==> src/rtl/vedic_pipe_mult.sv <==
// Three-stage pipelined Vedic (Urdhva-Tiryagbhyam) unsigned multiplier.
// Operands are split into halves. The four quadrant products are registered,
// then summed into the full-width product. In approximate mode the low
// APPROX_BITS of the lo*lo quadrant are cleared before the sum.
// All stages share one stall signal, so the pipeline moves as a unit.
module vedic_pipe_mult #(
    parameter int WIDTH       = 16,
    parameter int APPROX_BITS = 4
) (
    input  logic                 clk,
    input  logic                 rst_n,
    input  logic                 in_valid,
    output logic                 in_ready,
    input  logic [WIDTH-1:0]     a,
    input  logic [WIDTH-1:0]     b,
    input  logic                 mode,
    output logic                 out_valid,
    input  logic                 out_ready,
    output logic [2*WIDTH-1:0]   out,
    output logic                 out_mode
);

    localparam int H = WIDTH / 2;

    // Keeps the bits at or above APPROX_BITS. The value is all-ones when
    // APPROX_BITS is 0 and all-zeros when APPROX_BITS equals WIDTH.
    function automatic logic [WIDTH-1:0] approx_mask();
        logic [WIDTH-1:0] m;
        m = '0;
        for (int unsigned i = 0; i < WIDTH; i++) begin
            m[i] = (int'(i) >= APPROX_BITS);
        end
        return m;
    endfunction

    localparam logic [WIDTH-1:0] LL_MASK = approx_mask();

    // Handshake
    logic stall;

    // Stage 1: captured operands
    logic             s1_valid;
    logic [WIDTH-1:0] s1_a;
    logic [WIDTH-1:0] s1_b;
    logic             s1_mode;

    // Quadrant products computed from stage 1
    logic [WIDTH-1:0] q_hh;
    logic [WIDTH-1:0] q_hl;
    logic [WIDTH-1:0] q_lh;
    logic [WIDTH-1:0] q_ll;
    logic [WIDTH-1:0] q_ll_eff;

    // Stage 2: registered quadrant products
    logic             s2_valid;
    logic [WIDTH-1:0] s2_hh;
    logic [WIDTH-1:0] s2_hl;
    logic [WIDTH-1:0] s2_lh;
    logic [WIDTH-1:0] s2_ll;
    logic             s2_mode;

    // Final sum computed from stage 2
    logic [2*WIDTH-1:0] sum_hh;
    logic [2*WIDTH-1:0] sum_mid;
    logic [2*WIDTH-1:0] sum_ll;
    logic [2*WIDTH-1:0] sum;

    assign stall    = out_valid && !out_ready;
    assign in_ready = !stall;

    // Stage 1: capture operands and mode. A bubble is loaded when in_valid is low.
    always_ff @(posedge clk or negedge rst_n) begin
        if (!rst_n) begin
            s1_valid <= 1'b0;
            s1_a     <= '0;
            s1_b     <= '0;
            s1_mode  <= 1'b0;
        end else if (!stall) begin
            s1_valid <= in_valid;
            if (in_valid) begin
                s1_a    <= a;
                s1_b    <= b;
                s1_mode <= mode;
            end
        end
    end

    // Vedic quadrant products. Each half is zero-extended to WIDTH bits so
    // that no carry is lost. Approximate mode clears the low bits of lo*lo.
    always_comb begin
        q_hh     = {{H{1'b0}}, s1_a[WIDTH-1:H]} * {{H{1'b0}}, s1_b[WIDTH-1:H]};
        q_hl     = {{H{1'b0}}, s1_a[WIDTH-1:H]} * {{H{1'b0}}, s1_b[H-1:0]};
        q_lh     = {{H{1'b0}}, s1_a[H-1:0]}     * {{H{1'b0}}, s1_b[WIDTH-1:H]};
        q_ll     = {{H{1'b0}}, s1_a[H-1:0]}     * {{H{1'b0}}, s1_b[H-1:0]};
        q_ll_eff = s1_mode ? (q_ll & LL_MASK) : q_ll;
    end

    // Stage 2: register the quadrant products together with the mode.
    always_ff @(posedge clk or negedge rst_n) begin
        if (!rst_n) begin
            s2_valid <= 1'b0;
            s2_hh    <= '0;
            s2_hl    <= '0;
            s2_lh    <= '0;
            s2_ll    <= '0;
            s2_mode  <= 1'b0;
        end else if (!stall) begin
            s2_valid <= s1_valid;
            if (s1_valid) begin
                s2_hh   <= q_hh;
                s2_hl   <= q_hl;
                s2_lh   <= q_lh;
                s2_ll   <= q_ll_eff;
                s2_mode <= s1_mode;
            end
        end
    end

    // Recombine the quadrants: (hh << WIDTH) + ((hl + lh) << H) + ll.
    // The cross-term sum is widened before the add so its carry is kept.
    always_comb begin
        sum_hh  = {s2_hh, {WIDTH{1'b0}}};
        sum_mid = ({{WIDTH{1'b0}}, s2_hl} + {{WIDTH{1'b0}}, s2_lh}) << H;
        sum_ll  = {{WIDTH{1'b0}}, s2_ll};
        sum     = sum_hh + sum_mid + sum_ll;
    end

    // Stage 3: output register. The result is loaded only for valid data,
    // so out stays unchanged while bubbles pass through.
    always_ff @(posedge clk or negedge rst_n) begin
        if (!rst_n) begin
            out_valid <= 1'b0;
            out       <= '0;
            out_mode  <= 1'b0;
        end else if (!stall) begin
            out_valid <= s2_valid;
            if (s2_valid) begin
                out      <= sum;
                out_mode <= s2_mode;
            end
        end
    end

endmodule
==> config.mk <==
export PLATFORM = sky130hd
export DESIGN_NAME = vedic_pipe_mult
export DESIGN_NICKNAME = d
export VERILOG_FILES = /design/src/rtl/vedic_pipe_mult.sv
export SDC_FILE = /design/constraint.sdc
export NUM_CORES = 1
export LEC_CHECK = 0
export ABC_AREA = 1
export CAP_MARGIN = 10
export CORE_MARGIN = 2
export CORE_UTILIZATION = 63
export DETAILED_ROUTE_END_ITERATION = 8
export PLACE_DENSITY = 0.85
export RECOVER_POWER = 100
export SETUP_SLACK_MARGIN = 0.5
export SLEW_MARGIN = 15
export SYNTH_ARGS = -nofsm -noshare
export SYNTH_HDL_FRONTEND = slang
export SYNTH_SLANG_ARGS = --single-unit
==> constraint.sdc <==
create_clock -name clk -period 4.6 [get_ports clk]
set_input_delay 0.92 -clock clk [delete_from_list [all_inputs] [get_ports clk]]
set_output_delay 0.92 -clock clk [all_outputs]
set_load 0.03 [all_outputs]
==> results of run 1 <==
[synth_stat cells]
cell type    n
clkbuf_1    70
inv_2        3
nor2_1      60
mux2_1       1
dfrtp_1    134
o211ai_1     1
nand4_1      7
o21ai_0     65
xor2_1      27
nand2_2      3
ha_1       178
a21oi_1     37
or2_1        2
clkinv_1     1
nand3_1     89
buf_2        9
a21oi_2      1
inv_1      540
nand3b_1     6
a31oi_1     21
nand3_2      1
o21bai_1     7
buf_4        4
nor2_2       3
or2_2        1
mux2_2      32
and2_1       2
buf_1        2
nor3_1      15
fa_1       146
nor2_4       3
xnor2_1     22
nand2_1    691
o21ai_1     12
nand2_4      1
a21o_1       3
o21ai_2      4
[worst max-delay path: stages, from the launching register on]
cell and delay (ns):
dfrtp_1 0.51, buf_12 0.20, nand2_2 0.07, inv_2 0.04, fa_1 0.57, fa_1 0.68
fa_1 0.59, inv_1 0.06, fa_1 0.49, inv_2 0.05, ha_4 0.31, nand2_2 0.09
nor2_2 0.12, nand2_1 0.07, nand2_1 0.12, nand2_1 0.10, nand2_1 0.08, nand2_1 0.06
nand3_1 0.08, nand2_1 0.05
[registers in the layout (all words and copies together) (netlist names), 16 cells and up]
register	count
s2_lh	16
out	32
s2_ll	16
s2_hh	16
s1_a	16
s1_b	16
s2_hl	16
[final timing paths]
kind | start | endpoint | slack [ns] | cells after the start
min in group asynchronous | rst_n | out[5]$_DFFE_PN0P_ | 1.33 | 1
max in group asynchronous | rst_n | s1_a[12]$_DFFE_PN0P_ | 1.28 | 2
hold reg to reg | out[6]$_DFFE_PN0P_ | out[6]$_DFFE_PN0P_ | 0.47 | 2
setup / recovery | s1_b[12]$_DFFE_PN0P_ | s2_lh[15]$_DFFE_PN0P_ | 0.14 | 19
hold / removal | out[6]$_DFFE_PN0P_ | out[6]$_DFFE_PN0P_ | 0.47 | 2
setup reg to reg | s1_b[12]$_DFFE_PN0P_ | s2_lh[15]$_DFFE_PN0P_ | 0.14 | 19
[area by class of cell]
cell class / instances / area [µm²]
clock buffer: 17 / 425
fill: 1684 / 5870
clock inverter: 15 / 176
tap: 330 / 413
multi-input combinational: 1441 / 10900
sequential: 134 / 3390
timing repair buffer: 219 / 1920
inverter: 544 / 2040
[metal layers]
layer / up-vias / wire length [µm] / part of all wire, %
met3: 358 / 5100 / 10
met2: 1036 / 23000 / 46
met5: - / 0 / 0
met4: 0 / 3840 / 7.7
li1: 6875 / - / -
met1: 7187 / 18000 / 36
[through the flow]
step	setup slack, ns	std cells
4_1_cts	0.488	2639
2_1_floorplan	0.500	2204
5_1_grt	0.00764	2700
3_5_place_dp	0.130	2547
3_3_place_gp	0.254	2547
6_report	0.136	2700
[logic make-up after synthesis]
kind of cell,count (synthesis)
AND/OR/NAND/NOR,884
buffers and inverters,629
adder cells (fa/ha/maj),324
AO/OA/AOI/OAI,151
flip-flops,134
XOR/XNOR,49
multiplexers,33
[what timing repair did]
item | in CTS | in global routing
hold endpoints to repair | 0 | 0
pin swaps | 12 | 117
gates cloned | 0 | 0
buffers inserted | 60 | 61
setup endpoints to repair | 33 | 32
gates resized for setup | 63 | 194
hold buffers | 0 | 0
==> flow_metrics.tcl, run 1 <==
set metrics [dict create \
    detailed_place_hpwl_um 29700 \
    synth-xor-area-share_pct 2.67 \
    wirelength_um 50000 \
    dr.pass1.iters 8 \
    met3_usage_pct 5.10 \
    drv_cap 2 \
    skew_ns 0.0152 \
    synth_area_per_cell_um2 7.29 \
    start_util_pct 64.0 \
    grt_max_degree 106 \
    holdWs_ns 0.468 \
    die_area_um2 26800 \
    cp-start-kind "flop" \
    via_count 15500 \
    final_cell_mix "nand2_1, inv_1, ha_1" \
    io_buffers 71 \
    clk_pin_slew_ns 0.07 \
    outcome "finished with violations" \
    grt_busiest_layer "met2" \
    yosys-mux-area-fraction_pct 2.31 \
    synth.area.top_cells "dfrtp_1, fa_1, nand2_1, ha_1, inv_1" \
    synth_fa_ha_area_share_pct 32.0 \
    syn-num-nets 2565 \
    synth_warnings 0 \
    post-route-period-util_pct 97.0 \
    fp.coreArea_um2 25100 \
    cts_tree "yes" \
    slew_violations 141 \
    drive_gt1_share_pct 16.0 \
    cp_data_arrival_time_ns 4.78 \
    layout_commonest_cell "nand2_1" \
    yosys.area_share.simple_pct 22.1 \
    grt_pass1_vias 14600 \
    rows 58 \
    hold_violations 0 \
    cp-end-kind "flop" \
    finalSetupViolations 0 \
    synth_seq_cells 134 \
    numCtsBuffers 17 \
    grt_util_met2_pct 53.9 \
    clk_latency_ns 0.43 \
    grt_setup_unrepaired "true" \
    ios 72 \
    clock_path_buffers 2 \
    globalRouteMet1Util_pct 41.6 \
    antenna_cells 0 \
    cp_max_fo 6 \
    drtIter0Drc 1773 \
    grt_usage_pct 32.2 \
    synth_top_area_share_pct 20.9 \
    root_buffer "clkbuf_16" \
    syn_inst 2204 \
    antenna_found_initial 0 \
    final_area_um2 19200 \
    drc_errors 0 \
    tightest_slew_ns 2.73 \
    overflow 0 \
    yosysSeqAreaShare_pct 20.9 \
    worstSetupPathType "flop to flop" \
    timing.setup.tns_ns 0 \
    yosys.cell_types.count 37 \
    violations "capacitance limit, slew limit" \
    cts.sinks 134 \
    placed_cell_area_um2 17100 \
    utilization_pct 76.6 \
    hp-class "flop to flop" \
    ant_nets 0 \
    vias_per_cell 5.72 \
    htree_levels 4 \
    synth_top_family_by_area "adder cells" \
    gp_congestion 0.929 \
    area_growth_pct 19.7 \
    fmax_ghz 0.224 \
    nets 2718 \
    drt-wirelength-per-cell_um 18.5 \
    yosysTopAreaCell "dfrtp_1" \
    synth_compound_area_share_pct 5.15 \
    fp.dieW_um 164 \
    grt_first_pass_wirelength_um 68600 \
    synth_area_um2 16100 \
    dieHeight_um 164 \
    min_period_ns 4.46 \
    relSlewSlack_pct -82.3 \
    cp.required_ns 4.91 \
]
Power of run 1 is not shown: default switching activity piles up to over one toggle a cycle in this logic, so the estimate is an artifact.
==> run 2, diff against run 1 <==
--- a/config.mk
+++ b/config.mk
@@ -5,7 +5,6 @@
 export SDC_FILE = /design/constraint.sdc
 export NUM_CORES = 1
 export LEC_CHECK = 0
-export ABC_AREA = 1
 export CAP_MARGIN = 10
 export CORE_MARGIN = 2
 export CORE_UTILIZATION = 63
==> run 2 against run 1 <==
Effect of this change: the flow finishes with violations (capacitance limit, slew limit, setup timing); synthesized area shrank 8.2%; cell area down 3.7%; largest cell class unchanged; register-to-register slack got worse by 0.17 ns; die area is 8.0% lower; critical endpoint is now s2_ll[14]$_DFFE_PN0P_; routed wire length decreased by 11%.
==> flow_metrics.tcl, run 2 <==
set metrics [dict create \
    cts_tree "yes" \
    synth_area_per_cell_um2 9.28 \
    grt_pass1_vias 12600 \
    via_count 12700 \
    worstSetupPathType "flop to flop" \
    ios 72 \
    nFillCells 1384 \
    clk_latency_ns 0.43 \
    worstRegToRegCells 15 \
    cp-start-kind "flop" \
    clk_pin_slew_ns 0.06 \
    synth-xor-area-share_pct 3.74 \
    slew_violations 226 \
    pre_cts_ws_ns -0.0554 \
    synthArstFlopShare_pct 100 \
    synth_warnings 0 \
    synth_seq_cells 134 \
    yosys-mux-area-fraction_pct 3.87 \
    top_register "out" \
    wirelength_um 44300 \
    yosys.area_share.simple_pct 17.4 \
    cp_max_fo 5 \
    outcome "finished with violations" \
    synth_common_cells "inv_1, and2_1, nand2_1, ha_1, fa_1" \
    io_buffers 71 \
    final_cell_mix "inv_1, and2_1, nand2_1" \
    syn-num-nets 1951 \
    numCtsBuffers 17 \
    antenna_found_initial 2 \
    vias_per_cell 6.00 \
    htree_levels 4 \
    fp.coreArea_um2 23300 \
    yosys.cell_types.count 54 \
    grt_setup_unrepaired "true" \
    area_growth_pct 25.5 \
    synth_top_family_by_area "adder cells" \
    cp.required_ns 4.87 \
    hp-class "flop to flop" \
    drc_errors 0 \
    yosysTopAreaCell "dfrtp_1" \
    cp-end-kind "flop" \
    cts.sinks 134 \
    drtIter0Drc 1082 \
    synth_compound_area_share_pct 10.5 \
    die_area_um2 24700 \
    layout_commonest_cell "inv_1" \
    ant_nets 0 \
    largest_register_ffs 32 \
    synth_fa_ha_area_share_pct 34.9 \
    synth_area_um2 14800 \
    synth.area.top_cells "dfrtp_1, fa_1, ha_1, and2_1, inv_1" \
    relSlewSlack_pct -50.6 \
    dieHeight_um 157 \
    syn_inst 1590 \
    yosysSeqAreaShare_pct 22.7 \
    antenna_cells 0 \
    grt_usage_pct 33.5 \
    drv_cap 5 \
    grt_max_degree 76 \
    min_period_ns 4.63 \
    worst_slack_ns -0.0332 \
    overflow 0 \
    finalSetupViolations 2 \
    hold_violations 0 \
    fmax_ghz 0.216 \
    yosys.cell_count.top_type "inv_1" \
    tightest_slew_ns 2.26 \
    post-route-period-util_pct 101 \
    drt-wirelength-per-cell_um 20.9 \
    rows 56 \
    skew_ns 0.0138 \
    utilization_pct 79.6 \
    synth_top_area_share_pct 22.7 \
    fp.dieW_um 157 \
    clock_path_buffers 2 \
    start_util_pct 63.5 \
    grt_first_pass_wirelength_um 64100 \
    dr.pass1.iters 6 \
    synth_edf_count 0 \
    nets 2152 \
    root_buffer "clkbuf_16" \
    violations "capacitance limit, slew limit, setup timing" \
    cp_data_arrival_time_ns 4.90 \
    ys.flop_type "dfrtp_1" \
    gp_congestion 0.900 \
    drive_gt1_share_pct 23.6 \
    min_path_cells 2 \
    detailed_place_hpwl_um 26400 \
    holdWs_ns 0.466 \
]
-- run 2: logic make-up (layout without fill, tap and decap cells) --
| family | count (synthesis) | in the layout |
|---|---|---|
| AO/OA/AOI/OAI | 248 | 248 |
| XOR/XNOR | 63 | 63 |
| adder cells (fa/ha/maj) | 324 | 324 |
| buffers and inverters | 269 | 483 |
| flip-flops | 134 | 134 |
| multiplexers | 51 | 51 |
| AND/OR/NAND/NOR | 501 | 501 |
-- run 2: metrics by stage --
step / std cells / instance area, µm² / setup TNS [ns]
after floorplan: 1590 / 15200 / 0
after global placement: 1963 / 16200 / 0
after detailed placement: 1963 / 16200 / -0.135
after CTS: 2092 / 18100 / 0
after global routing: 2123 / 18500 / -0.305
final: 2123 / 18500 / -0.0478
-- run 2: final cells by class --
cell class                      count  area (µm²)  share of cell area, %
Multi-Input combinational cell   1187       11200                   60.4
Clock inverter                     12         119                  0.642
Clock buffer                       20         447                   2.41
Tap cell                          319         399                   2.16
Inverter                          213         802                   4.33
Timing Repair Buffer              238        2180                   11.8
Sequential cell                   134        3380                   18.3
-- run 2: path summary, 6_finish.rpt --
check	start	to	slack, ns
worst min register to register	out[9]$_DFFE_PN0P_	out[9]$_DFFE_PN0P_	0.47
worst max-delay path	s1_a[1]$_DFFE_PN0P_	s2_ll[14]$_DFFE_PN0P_	-0.03
max in group asynchronous	rst_n	s1_b[2]$_DFFE_PN0P_	1.02
min in group asynchronous	rst_n	s1_a[14]$_DFFE_PN0P_	1.05
worst max register to register	s1_a[1]$_DFFE_PN0P_	s2_ll[14]$_DFFE_PN0P_	-0.03
worst min-delay path	out[9]$_DFFE_PN0P_	out[9]$_DFFE_PN0P_	0.47
-- run 2: timing repair --
item / 4_1_cts / 5_1_grt
cloned: 0 / 0
endpoints found under the setup margin: 36 / 41
resized for setup: 142 / 105
pin swaps: 102 / 87
buffers inserted: 97 / 31
hold buffers: 0 / 0
-- run 2: critical path, cell delays in order (launching register included) --
cell and delay [ns]:
dfrtp_2 0.42, buf_4 0.16, and2_1 0.14, fa_1 0.55
fa_1 0.47, fa_1 0.54, inv_1 0.09, fa_1 0.48
inv_1 0.04, ha_2 0.20, or3_4 0.34, o211ai_1 0.34
o21ai_2 0.12, o31ai_2 0.22, xor2_1 0.26, o21ai_1 0.10
-- run 2: routing by layer --
metal  GRT usage [%]  up-vias  part of all wire [%]
met5               0        -                 0.023
met4            13.5        2                   5.4
met3            4.74      227                   7.5
met2            57.6      700                    48
met1            42.8     6216                    39
li1                -     5589                     -
Power of run 2 is left out for the same reason.
